===== config.mk =====
export PLATFORM = sky130hd
export DESIGN_NAME = sad_search_ctrl
export DESIGN_NICKNAME = d
export VERILOG_FILES = /design/src/rtl/sad_pkg.sv /design/src/rtl/sad_tag_pipe.sv /design/src/rtl/sad_search_ctrl.sv
export SDC_FILE = /design/constraint.sdc
export NUM_CORES = 1
export LEC_CHECK = 0
export ABC_AREA = 1
export ABC_CLOCK_PERIOD_IN_PS = 2000
export BUFFER_PORTS_ARGS = -buffer_cell sky130_fd_sc_hd__buf_4
export CORE_UTILIZATION = 45
export CTS_BUF_LIST = sky130_fd_sc_hd__clkbuf_16
export CTS_CLUSTER_SIZE = 14
export DETAILED_ROUTE_END_ITERATION = 10
export GPL_TIMING_DRIVEN = 0
export MAX_ROUTING_LAYER = met4
export PLACE_DENSITY = 0.68
export SYNTH_ARGS = -nofsm -noshare
export SYNTH_HDL_FRONTEND = slang
export SYNTH_SLANG_ARGS = --single-unit

===== constraint.sdc =====
create_clock -name clk -period 2 [get_ports clk]
set_input_delay 0.1 -clock clk [delete_from_list [all_inputs] [get_ports clk]]
set_output_delay 0.1 -clock clk [all_outputs]
set_load 0.005 [all_outputs]

===== src/rtl/sad_pkg.sv =====
// Shared definitions for the SAD motion-search controller: default widths,
// the PE pipeline latency and the controller state encoding.
package sad_pkg;

  // Width of the SAD value produced by the processing element.
  localparam int SAD_W = 12;

  // Default search half-range; displacements span -RANGE..RANGE-1.
  localparam int DEFAULT_RANGE = 8;

  // Cycles from a pe_enable cycle to the cycle its pe_sum is presented.
  localparam int PE_LAT = 2;

  // Controller states. DONE is held for exactly one cycle.
  typedef enum logic [1:0] {
    IDLE   = 2'd0,
    SEARCH = 2'd1,
    DRAIN  = 2'd2,
    DONE   = 2'd3
  } sad_state_e;

endpackage


===== src/rtl/sad_tag_pipe.sv =====
// Latency-matched delay line carrying a valid bit and the candidate
// coordinates alongside the PE, so each pe_sum can be paired with the
// candidate that produced it.
//
// Stage 0 is loaded from the inputs; stage LAT-1 is presented on the
// outputs. pending_o reports entries that have not yet reached the last
// stage, i.e. work that will still emerge after the next edge. LAT must be
// at least 2.
module sad_tag_pipe #(
  parameter int CW  = 4,
  parameter int LAT = 2
) (
  input  logic          clk,
  input  logic          rst_n,
  input  logic          valid_i,
  input  logic [CW-1:0] x_i,
  input  logic [CW-1:0] y_i,
  output logic          valid_o,
  output logic [CW-1:0] x_o,
  output logic [CW-1:0] y_o,
  output logic          pending_o
);

  // Selects every stage except the output stage.
  localparam logic [LAT-1:0] UP_MASK = LAT'((1 << (LAT - 1)) - 1);

  logic [LAT-1:0]         vld_q, vld_d;
  logic [LAT-1:0][CW-1:0] x_q, x_d;
  logic [LAT-1:0][CW-1:0] y_q, y_d;

  // Shift every stage one step toward the output each cycle.
  always_comb begin
    vld_d    = vld_q;
    x_d      = x_q;
    y_d      = y_q;
    vld_d[0] = valid_i;
    x_d[0]   = x_i;
    y_d[0]   = y_i;
    for (int i = 1; i < LAT; i++) begin
      vld_d[i] = vld_q[i-1];
      x_d[i]   = x_q[i-1];
      y_d[i]   = y_q[i-1];
    end
  end

  // Pipe registers; reset empties the pipe so late PE results are ignored.
  always_ff @(posedge clk) begin
    if (!rst_n) begin
      vld_q <= '0;
      x_q   <= '0;
      y_q   <= '0;
    end else begin
      vld_q <= vld_d;
      x_q   <= x_d;
      y_q   <= y_d;
    end
  end

  assign valid_o   = vld_q[LAT-1];
  assign x_o       = x_q[LAT-1];
  assign y_o       = y_q[LAT-1];
  assign pending_o = |(vld_q & UP_MASK);

endmodule


===== src/rtl/sad_search_ctrl.sv =====
// Full-search block-matching controller. Walks every candidate offset of a
// (2*RANGE)x(2*RANGE) window in raster order (x inner, y outer), drives an
// external PE, and tracks the minimum SAD and its displacement.
//
// Handshake: a candidate is issued in any SEARCH cycle where win_ready=1;
// that cycle has pe_enable=1 and cand_x/cand_y hold the candidate. When
// win_ready=0 nothing is issued and the counters hold. The PE result for an
// issued candidate is sampled PE_LAT cycles later on the matching tag.
// start is a one-cycle request honoured only in IDLE; done is a one-cycle
// pulse after which best_* stay stable until the next accepted start.
module sad_search_ctrl #(
  parameter  int RANGE = sad_pkg::DEFAULT_RANGE,
  parameter  int SAD_W = sad_pkg::SAD_W,
  localparam int CW    = $clog2(2 * RANGE)
) (
  input  logic                clk,
  input  logic                rst_n,
  input  logic                start,
  input  logic                win_ready,
  output logic                pe_enable,
  output logic [CW-1:0]       cand_x,
  output logic [CW-1:0]       cand_y,
  input  logic [SAD_W-1:0]    pe_sum,
  output logic                busy,
  output logic                done,
  output logic [SAD_W-1:0]    best_sad,
  output logic signed [CW-1:0] best_mvx,
  output logic signed [CW-1:0] best_mvy,
  output logic [1:0]          dbg_state
);

  import sad_pkg::*;

  // Last counter value on each axis (2*RANGE-1 is all-ones for a power of two).
  localparam logic [CW-1:0] CNT_MAX = '1;
  // Offset subtracted from a window coordinate to get a signed displacement.
  localparam logic [CW-1:0] RANGE_C = CW'(RANGE);

  sad_state_e       state_q, state_d;
  logic [CW-1:0]    cnt_x_q, cnt_x_d;
  logic [CW-1:0]    cnt_y_q, cnt_y_d;
  logic [SAD_W-1:0] best_sad_q, best_sad_d;
  logic [CW-1:0]    best_mvx_q, best_mvx_d;
  logic [CW-1:0]    best_mvy_q, best_mvy_d;

  logic             accept;
  logic             issue;
  logic             last_issue;
  logic             tag_valid;
  logic             tag_pending;
  logic [CW-1:0]    tag_x;
  logic [CW-1:0]    tag_y;

  assign accept     = (state_q == IDLE) && start;
  assign issue      = (state_q == SEARCH) && win_ready;
  assign last_issue = issue && (cnt_x_q == CNT_MAX) && (cnt_y_q == CNT_MAX);

  // Carries each issued candidate alongside the PE so results can be tagged.
  sad_tag_pipe #(
    .CW  (CW),
    .LAT (PE_LAT)
  ) u_tag_pipe (
    .clk       (clk),
    .rst_n     (rst_n),
    .valid_i   (issue),
    .x_i       (cnt_x_q),
    .y_i       (cnt_y_q),
    .valid_o   (tag_valid),
    .x_o       (tag_x),
    .y_o       (tag_y),
    .pending_o (tag_pending)
  );

  // State register.
  always_ff @(posedge clk) begin
    if (!rst_n) begin
      state_q <= IDLE;
    end else begin
      state_q <= state_d;
    end
  end

  // Next-state logic: DRAIN waits until no entry will still emerge from the pipe,
  // so the final compare and the move to DONE land on the same edge.
  always_comb begin
    state_d = state_q;
    unique case (state_q)
      IDLE:    if (start) state_d = SEARCH;
      SEARCH:  if (last_issue) state_d = DRAIN;
      DRAIN:   if (!tag_pending) state_d = DONE;
      DONE:    state_d = IDLE;
      default: state_d = IDLE;
    endcase
  end

  // State-decoded outputs.
  always_comb begin
    pe_enable = issue;
    busy      = (state_q == SEARCH) || (state_q == DRAIN);
    done      = (state_q == DONE);
    dbg_state = state_q;
  end

  // Candidate counters: cleared on accept, advance only on an issued candidate.
  always_comb begin
    cnt_x_d = cnt_x_q;
    cnt_y_d = cnt_y_q;
    if (accept) begin
      cnt_x_d = '0;
      cnt_y_d = '0;
    end else if (issue) begin
      if (cnt_x_q == CNT_MAX) begin
        cnt_x_d = '0;
        cnt_y_d = cnt_y_q + 1'b1;
      end else begin
        cnt_x_d = cnt_x_q + 1'b1;
      end
    end
  end

  // Best-match tracking: strict less-than keeps the earliest raster candidate on ties.
  always_comb begin
    best_sad_d = best_sad_q;
    best_mvx_d = best_mvx_q;
    best_mvy_d = best_mvy_q;
    if (accept) begin
      best_sad_d = '1;
      best_mvx_d = '0;
      best_mvy_d = '0;
    end else if (tag_valid && (pe_sum < best_sad_q)) begin
      best_sad_d = pe_sum;
      best_mvx_d = tag_x - RANGE_C;
      best_mvy_d = tag_y - RANGE_C;
    end
  end

  // Datapath registers.
  always_ff @(posedge clk) begin
    if (!rst_n) begin
      cnt_x_q    <= '0;
      cnt_y_q    <= '0;
      best_sad_q <= '1;
      best_mvx_q <= '0;
      best_mvy_q <= '0;
    end else begin
      cnt_x_q    <= cnt_x_d;
      cnt_y_q    <= cnt_y_d;
      best_sad_q <= best_sad_d;
      best_mvx_q <= best_mvx_d;
      best_mvy_q <= best_mvy_d;
    end
  end

  assign cand_x   = cnt_x_q;
  assign cand_y   = cnt_y_q;
  assign best_sad = best_sad_q;
  assign best_mvx = best_mvx_q;
  assign best_mvy = best_mvy_q;

endmodule


==> Yosys cells after proc, flatten, opt, wreduce, memory -nomap -nowiden <==
Index checks and enable logic that the tools add are counted.
{ "totals": {"ff_bits": 48, "inputBits": 16, "out_inout_bits": 33, "wordCells": 40} }
{ "op_classes": {"add_sub_neg": 4, "n_lt_le_gt_ge": 1, "n_eq_ne": 8, "muxes": 5, "n_bitwise": 1, "reduce_logical": 10} }
{ "ops": {"columns": ["cell", "count"], "rows": [
  ["12-bit less-than comparator", 1],
  ["4-bit by 1-bit adder with 4-bit output, second input constant", 2],
  ["4-bit equality test, second input constant", 2],
  ["2-bit case mux with 4 select lines", 1],
  ["4-bit subtractor, second input constant", 2],
  ["2-bit 2-to-1 mux", 3],
  ["2-bit inequality test, second input constant", 3],
  ["1-bit logical AND", 5],
  ["2-bit equality test, second input constant", 2],
  ["4-bit 2-to-1 mux", 1],
  ["3-bit AND reduction", 1],
  ["2-bit by 1-bit equality test with 1-bit output, second input constant", 1],
  ["2-bit zero test", 1],
  ["2-bit AND reduction", 1],
  ["2-bit OR reduction", 1],
  ["1-bit logical OR", 1],
  ["1-bit inverter", 1]
]} }

==> Logic depth before layout (Yosys ltp) <==
Gate-level depths: netlist (run 1).
{ "logic_depth": {"word_depth": 6, "mapped_depth": 11, "mapped_depth_nobuf": 10} }

==> Cells and area by module <==
Synthesis (run 1) repeated with hierarchy kept, for this count alone.
{ "unflattened": {"hier_cells": 289, "area_unflattened_um2": 2232.1} }
{ "modules_own_cells": {"columns": ["mod", "n_inst", "cells_per_inst", "area_per_inst_um2", "seq_area_each_um2"], "rows": [
  ["sad_search_ctrl", 1, 233, 1702.9, 600.6],
  ["sad_tag_pipe", 1, 56, 529.3, 360.3]
]} }

==> Worst setup path before layout (run 1) <==
No wires, ideal clock.
{ "synth_timing": {"kind": "flip-flop to flip-flop", "startpoint": "register best_sad_q[11], in the netlist best_sad[11]", "endpoint": "register best_mvx_q[0], in the netlist best_mvx[0]", "setup_time_ps": 113, "t_arrival_ps": 1482, "required_ps": 1887, "slack_ps": 405, "path_stages_with_launch": 12, "n_path_buf": 2, "period_less_slack_ps": 1595, "path_cell_list": "dfxtp_1 > inv_1 > ha_1 > nand2_1 > nor2_2 > nand2_2 > nor2_2 > nor2_2 > buf_6 > buf_12 > a21oi_2 > nor2_1"} }
{ "synth_between": {"elab_chain_cells": 2} }
{ "synth_rtl": {"columns": ["element", "line_no", "text"], "rows": [
  ["start, declared", "sad_search_ctrl.sv:42", "logic [SAD_W-1:0] best_sad_q, best_sad_d;"],
  ["start signal, assigned", "sad_search_ctrl.sv:148", "best_sad_q <= best_sad_d;"],
  ["12-bit less-than comparator", "sad_search_ctrl.sv:130", "end else if (tag_valid && (pe_sum < best_sad_q)) begin"],
  ["1-bit logical AND", "sad_search_ctrl.sv:130", null],
  ["end signal, assigned", "sad_search_ctrl.sv:149", "best_mvx_q <= best_mvx_d;"],
  ["end, declared", "sad_search_ctrl.sv:43", "logic [CW-1:0] best_mvx_q, best_mvx_d;"]
]} }
No other way between the ends.
A chain may end at the register's enable or synchronous reset.

==> Worst setup path in the final report (run 1) <==
{ "layout_timing": {"startpoint": "register best_sad_q[11], in the netlist best_sad[11]", "endpoint": "register best_mvy_q[1], in the netlist best_mvy[1]"} }
{ "layout_between": {"elab_chain_cells": 2} }
{ "layout_rtl": {"columns": ["element", "line_no", "text"], "rows": [
  ["12-bit less-than comparator", "sad_search_ctrl.sv:130", null],
  ["1-bit logical AND", "sad_search_ctrl.sv:130", null],
  ["end signal, assigned", "sad_search_ctrl.sv:150", "best_mvy_q <= best_mvy_d;"],
  ["end, declared", "sad_search_ctrl.sv:44", "logic [CW-1:0] best_mvy_q, best_mvy_d;"]
]} }
No other way between the ends.

==> impl_results.md, run 1 <==
* Final Util at roughly 60%
* Die area at 5392 um^2
* Synth cell types at 24
* CP Cell Sequence: inv_1 > ha_1 > nand2_1 > nor2_2 > nand2_2 > nor2_2 > nand2_1 > buf_6 > buf_8 > a21oi_2 > nor2_1
* Clock share of power at between 30% and 40%
* Total global routing overflow at 0
* Vias per cell at approximately 4.5
* Slew HR at a little under three quarters
* Synth-to-layout area growth at 26.32%
* Vias in the first global route at ~1800
* Post-DP HPWL at approximately 3000 um
* Peak VDD IR at about 0.52 mV
* Period minus WS final at between 1.5 and 2 ns
* Post-cts resize count at 0
* Met2 track demand over resource at a little under a third
* CTS H-tree lvls at 2
* Net Switching at between 600 and 700 uW
* Initial DRC Count at 84
* R2R Setup Slk at roughly 0.30 ns
* Worst path slowest cell: dfxtp_1
* Area of the multi-input gates at around 960 um^2
* Worst Hold Slack at 0.06556 ns
* Crit path max fanout at 10
* Grt met3 use at approximately 3.3%
* Rows at 25
* Logic pwr share at between 20% and 30%
* DR WL/cell at around 10 um
* Global-route wire length before repair at 7314 um
* Clock Path Buffers at 2
* Critical path arrival at 1.89 ns
* Mapped Nets at 330
* RePlAce Congestion at between 0.7 and 0.8
* Max Cap Violations at 0
* Max-slew violation count at 0
* Mapped cell area at roughly 2300 um^2
* Slowest stage delay, CP at about 0.35 ns
* Total placed cells including tap cells at 410
* Pre-CTS setup slack at 0.2830 ns
* Sequential Area at ~960 um^2
* WHS Endpoint: best_sad[3]
* Final cell count without fillers at between 400 and 500
* Mapped Cells at just under 300
* Worst-Margin Slew at 0.4270 ns
* Clock Skew at ~0.0050 ns
* Reg2Reg Capture Point: best_mvy[1]
* Hold_buf cts at 0
* Reg clk slew, reported paths at 0.07 ns
* Hold crit path type: in2reg
* Synth Area per Inst at 7.757 um^2
* Worst Min Path Start: pe_sum[3]
* Fillcell total at ~480
* Layout cells sized above 1 at 25.36%
* Status: finished clean
* Power per cell area at 878.3 nW/um^2
* Yosys Warn Count at 0
* WL final at slightly above 4000 um
* Worst Setup End Kind: flip-flop
* Sink Count at 48
* Pin count of the biggest net entering global routing at 16
* Core area at just under 5000 um^2
* Top Usage Layer GRT: met2
* Root buf cell: clkbuf_16
* Final hold vios at 0
* Startpoint class of the critical path: flip-flop
* Via count at 1884
* I/O Buffers at 47
* Worst EP required at around 2.2 ns
* Initial DRT Pass Iterations at 4
* Critical path class: reg2reg
* Worst R2R Path Depth at 11
* Sequential group share of total power at between 40% and 50%
* Int Pwr at between 1.5 and 2 mW
* Met1 usage at about a fifth
* Clk_lat worst skew at 0.29 ns
* Largest register FFs at 12
* TritonCTS Buffers at 5
* Diodes inserted at 0
* Starting Density at a little under half
* Setup TNS at 0 ns
* GRT Resource Usage Total at between 10% and 20%
* Reg2Reg Launch Point: best_sad[11]
* Max Freq at roughly 590 MHz
* Ports at just under 50
* Unrepaired setup endpoints after global routing: false
* Seq/Total Area, Yosys at around two fifths
* ANT nets after route at 0
* Yosys reg bits at between 40 and 50
* DRC at 0
* Post-CTS Setup Inserts at 0
* Setup ws final at 0.2961 ns
* Leakage power at about 1.6 nW
* Final setup viols at 0
* Initial antenna violation count at 0
* WHS Path Cells at 3
* Die width at about 73 um
* Sw frac at 27.08%
* Final cycle utilization of the critical path at a little under nine tenths
* CTS tree: done
* Final-stage net count at 384
* Chip Height at around 73 um
[power groups by stage]
stage                     clock (mW)  combinational (mW)  sequential (mW)
after floorplan                    0               0.347             1.08
after global placement             0               0.542             1.08
after detailed placement           0               0.548             1.08
after CTS                      0.972               0.551             1.06
after global routing           0.997               0.634             1.07
final                          0.944               0.547             1.06
[cell usage after synthesis]
| master | n | area share (%) |
|---|---|---|
| nor2_4 | 1 | 0.49 |
| o211ai_1 | 1 | 0.33 |
| a22oi_1 | 1 | 0.33 |
| nor4_1 | 1 | 0.27 |
| nand3_1 | 39 | 8.5 |
| nand2_2 | 1 | 0.27 |
| buf_12 | 1 | 0.87 |
| a21oi_2 | 9 | 3.4 |
| a21oi_1 | 10 | 2.2 |
| clkbuf_1 | 1 | 0.16 |
| buf_4 | 10 | 3.3 |
| buf_6 | 4 | 2.0 |
| nor2_1 | 16 | 2.6 |
| nand2_1 | 66 | 11 |
| inv_1 | 55 | 9.0 |
| buf_2 | 2 | 0.44 |
| nor2_2 | 4 | 1.1 |
| inv_2 | 1 | 0.16 |
| ha_1 | 18 | 9.8 |
| dfxtp_1 | 48 | 42 |
| nand4_1 | 1 | 0.27 |
| o21ai_0 | 4 | 0.87 |
| buf_8 | 1 | 0.65 |
| o21ai_2 | 1 | 0.38 |
[stage by stage]
stage	area (um^2)	total power, mW
4_1_cts	2900	2.582
3_5_place_dp	2733	1.628
2_1_floorplan	2296	1.423
6_report	2900	2.547
3_3_place_gp	2733	1.621
5_1_grt	2900	2.697
[area by class of cell]
type,count,area share (%)
well taps,67,2.890
clock inverters,3,1.467
flip-flops and latches,48,33.13
repair buffers,47,12.17
multi-input cells,173,32.96
clock buffers,5,4.314
plain buffers,19,5.824
inverters,56,7.248
[how the worst max path moves through the flow]
stage / startpoint / end / slack (ns)
finish: best_sad[11] / best_mvy[1] / 0.30
global route: best_sad[11] / best_mvy[3] / 0.13
CTS: best_sad[11] / best_mvy[1] / 0.27
detailed placement: best_sad[11] / best_mvy[1] / 0.28
global placement: dbg_state[0] / best_sad[0] / 0.31
floorplan: best_sad[11] / best_mvx[0] / 0.40
[routing by layer]
metal / share of wire [%] / wire length [um] / vias up
li1: - / - / 1015
met1: 47 / 1929 / 827
met2: 47 / 1945 / 36
met3: 3.8 / 155 / 6
met4: 1.8 / 74 / 0
met5: 0 / 0 / -
[cells in the final DEF (no fill, tap or decap), drive strengths merged]
cell type,count
a21oi,19
a22oi,1
buf,65
bufinv,1
clkbuf,6
clkinv,2
dfxtp,48
ha,18
inv,56
nand2,67
nand3,39
nand4,1
nor2,21
nor4,1
o211ai,1
o21ai,5
[critical path, delay by kind of cell (launching register included)]
| family | cells | cell delay, ns |
|---|---|---|
| DFF | 1 | 0.35 |
| adders and majority gates | 1 | 0.28 |
| buffers and inverters | 3 | 0.34 |
| AOI/OAI and AO/OA | 1 | 0.11 |
| and+or+nand+nor | 6 | 0.50 |
[cell families (layout without fill, tap and decap cells)]
| group | after synthesis | after routing | share of synthesized area [%] |
|---|---|---|---|
| flops | 48 | 48 | 41.85 |
| compound gates | 26 | 26 | 7.521 |
| simple gates | 129 | 129 | 24.31 |
| buf+inv | 75 | 130 | 16.51 |
| fa+ha+maj | 18 | 18 | 9.809 |
(Power assumes the default switching activity.)
==> inputs of run 2 (changes only) <==
--- a/config.mk
+++ b/config.mk
@@ -8,13 +8,15 @@
 export ABC_AREA = 1
 export ABC_CLOCK_PERIOD_IN_PS = 2000
 export BUFFER_PORTS_ARGS = -buffer_cell sky130_fd_sc_hd__buf_4
-export CORE_UTILIZATION = 45
+export CELL_PAD_IN_SITES_DETAIL_PLACEMENT = 0
+export CELL_PAD_IN_SITES_GLOBAL_PLACEMENT = 2
+export CORE_UTILIZATION = 30
 export CTS_BUF_LIST = sky130_fd_sc_hd__clkbuf_16
 export CTS_CLUSTER_SIZE = 14
 export DETAILED_ROUTE_END_ITERATION = 10
 export GPL_TIMING_DRIVEN = 0
 export MAX_ROUTING_LAYER = met4
-export PLACE_DENSITY = 0.68
+export PLACE_DENSITY_LB_ADDON = 0.1
 export SYNTH_ARGS = -nofsm -noshare
 export SYNTH_HDL_FRONTEND = slang
 export SYNTH_SLANG_ARGS = --single-unit
==> impl_results.md, run 2 (synthesized netlist as in run 1, its figures left out) <==
* RePlAce Congestion at 0.6949 (-7.7%)
* Initial DRT Pass Iterations at 4 (unchanged)
* Total global routing overflow at 0 (unchanged)
* ANT nets after route at 0 (unchanged)
* Sw frac at 28.97% (+1.9 points)
* Period minus WS final at 1.710 ns (+0.006483 ns)
* Initial antenna violation count at 0 (unchanged)
* Worst-Margin Slew at 0.4445 ns (+0.01747 ns)
* CTS tree: done
* Sink Count at 48 (unchanged)
* Commonest non-fill, non-tap cell in the layout: nand2_1
* Post-cts resize count at 0 (unchanged)
* Max Cap Violations at 0 (unchanged)
* Hold crit path type: in2reg
* Status: finished clean
* Final-stage net count at 384 (unchanged)
* Worst Setup End Kind: flip-flop
* GRT Resource Usage Total at 13.08% (-5.0 points)
* Crit path max fanout at 10 (unchanged)
* I/O Buffers at 47 (unchanged)
* Root buf cell: clkbuf_16
* Slew HR at 70.37% (-1.2 points)
* Area after DPL at 2773 um^2 (+1.5%)
* Reg clk slew, reported paths at 0.07 ns (about the same)
* Net Switching at 705.0 uW (+2.2%)
* Clock Path Buffers at 2 (unchanged)
* Largest register FFs at 12 (unchanged)
* Rows at 31 (+24%)
* Logic pwr share at 22.7% (+1.2 points)
* Synth-to-layout area growth at 27.03%
* Max-slew violation count at 0 (unchanged)
* Diodes inserted at 0 (unchanged)
* Int Pwr at 1.729 mW (-6.9%)
* Leakage power at 1.567 nW (-1.1%)
* DR WL/cell at 10.28 um (+4.7%)
* WL final at 4624 um (+13%)
* DRC at 0 (unchanged)
* Clk_lat worst skew at 0.29 ns (about the same)
* TritonCTS Buffers at 5 (unchanged)
* Layout cells sized above 1 at 25.36% (unchanged)
* Via count at 1827 (-3.0%)
* Max Freq at 584.7 MHz (-0.38%)
* Pin count of the biggest net entering global routing at 16 (unchanged)
* Post-CTS Setup Inserts at 0 (unchanged)
* Startpoint class of the critical path: flip-flop
* Global-route wire length before repair at 7617 um (+4.1%)
* Worst EP required at 2.18 ns (about the same)
* Vias per cell at 4.060 (-9.9%)
* Final setup viols at 0 (unchanged)
* Setup ws final at 0.2896 ns (-0.006483 ns)
* CTS H-tree lvls at 2 (unchanged)
* Ports at 49 (unchanged)
* Core area at 7331 um^2 (+52%)
* Starting Density at 31.32% (-16 points)
* Sequential group share of total power at 43.6% (+2.1 points)
* Setup TNS at 0 ns (unchanged)
* Power per cell area at 834.5 nW/um^2 (-5.0%)
* Die area at 8007 um^2 (+48%)
* Finished Cell Area at 2917 um^2 (+0.56%)
* Peak VDD IR at 0.3423 mV (-35%)
* Clock Skew at 0.004050 ns (-0.0009220 ns)
* Pre-CTS setup slack at 0.2716 ns (-0.01140 ns)
* Hold_buf cts at 0 (unchanged)
* Clock share of power at 33.7% (-3.3 points)
* Final cycle utilization of the critical path at 85.52% (+0.32 points)
* Unrepaired setup endpoints after global routing: false
* Chip Height at 89.48 um (+22%)
* Vias in the first global route at 1637 (-6.6%)
* Final hold vios at 0 (unchanged)
* Most frequent cells in the layout: nand2_1 (66), buf_4 (57), inv_1 (55)
* Die width at 89.48 um (+22%)
* Post-DP HPWL at 3331 um (+10%)
* Critical path class: reg2reg
* Initial DRC Count at 52 (-38%)
* Critical path arrival at 1.89 ns (about the same)
run 2: cell types whose count changed in the layout (fill, tap and decap cells not counted), sizes merged:
cell and change:
bufinv -1, clkinv -1, clkinvlp +2
run 2: final cells by class:
| cell class | instances | area (um^2) |
|---|---|---|
| multi-input cells | 173 | 955.9 |
| well taps | 99 | 123.9 |
| fillers | 780 | 4414 |
| clock buffers | 5 | 125.1 |
| clock inverters | 3 | 18.77 |
| plain buffers | 19 | 168.9 |
| repair buffers | 47 | 352.8 |
| inverters | 56 | 210.2 |
| flip-flops and latches | 48 | 960.9 |
run 2: path summary, 6_finish.rpt:
check | start | slack (ns) | end | depth (start not counted)
max reg2reg | best_sad[11] | 0.29 | best_mvx[1] | 11
min | pe_sum[4] | 0.06 | best_sad[4] | 3
max | best_sad[11] | 0.29 | best_mvx[1] | 11
min reg2reg | u_tag_pipe.x_d[5] | 0.41 | u_tag_pipe.x_o[1] | 2
run 2: worst max-delay path, stage by stage (launching register included):
cell     delay [ns]
dfxtp_1        0.36
inv_1          0.06
ha_1           0.28
nand2_1        0.08
nor2_2         0.14
nand2_2        0.08
nor2_2         0.07
nand2_1        0.08
buf_6          0.15
buf_8          0.15
a21oi_2        0.11
nor2_1         0.05
run 2: layer usage:
layer | share of wire [%] | GRT usage [%]
met2 | 43 | 19.92
met4 | 1.4 | 5.628
met1 | 51 | 16.65
met3 | 4.3 | 2.862
met5 | 0 | -
run 2: per-stage QoR:
step	util (%)	power [mW]	hold slack (ns)	instances
floorplan	-	1.423	0.2572	296
global placement	37.82	1.647	0.3559	442
detailed placement	37.82	1.642	0.3608	442
CTS	39.78	2.486	0.05322	450
global route	39.78	2.591	0.06672	450
finish	39.78	2.434	0.06397	450
run 2: power by group through the flow:
stage          sequential (mW)  combinational, mW  clock, mW
6_report                  1.06              0.553      0.821
5_1_grt                   1.07              0.629      0.895
4_1_cts                   1.06              0.563      0.862
3_5_place_dp              1.08              0.559          0
3_3_place_gp              1.08              0.565          0
2_1_floorplan             1.08              0.347          0
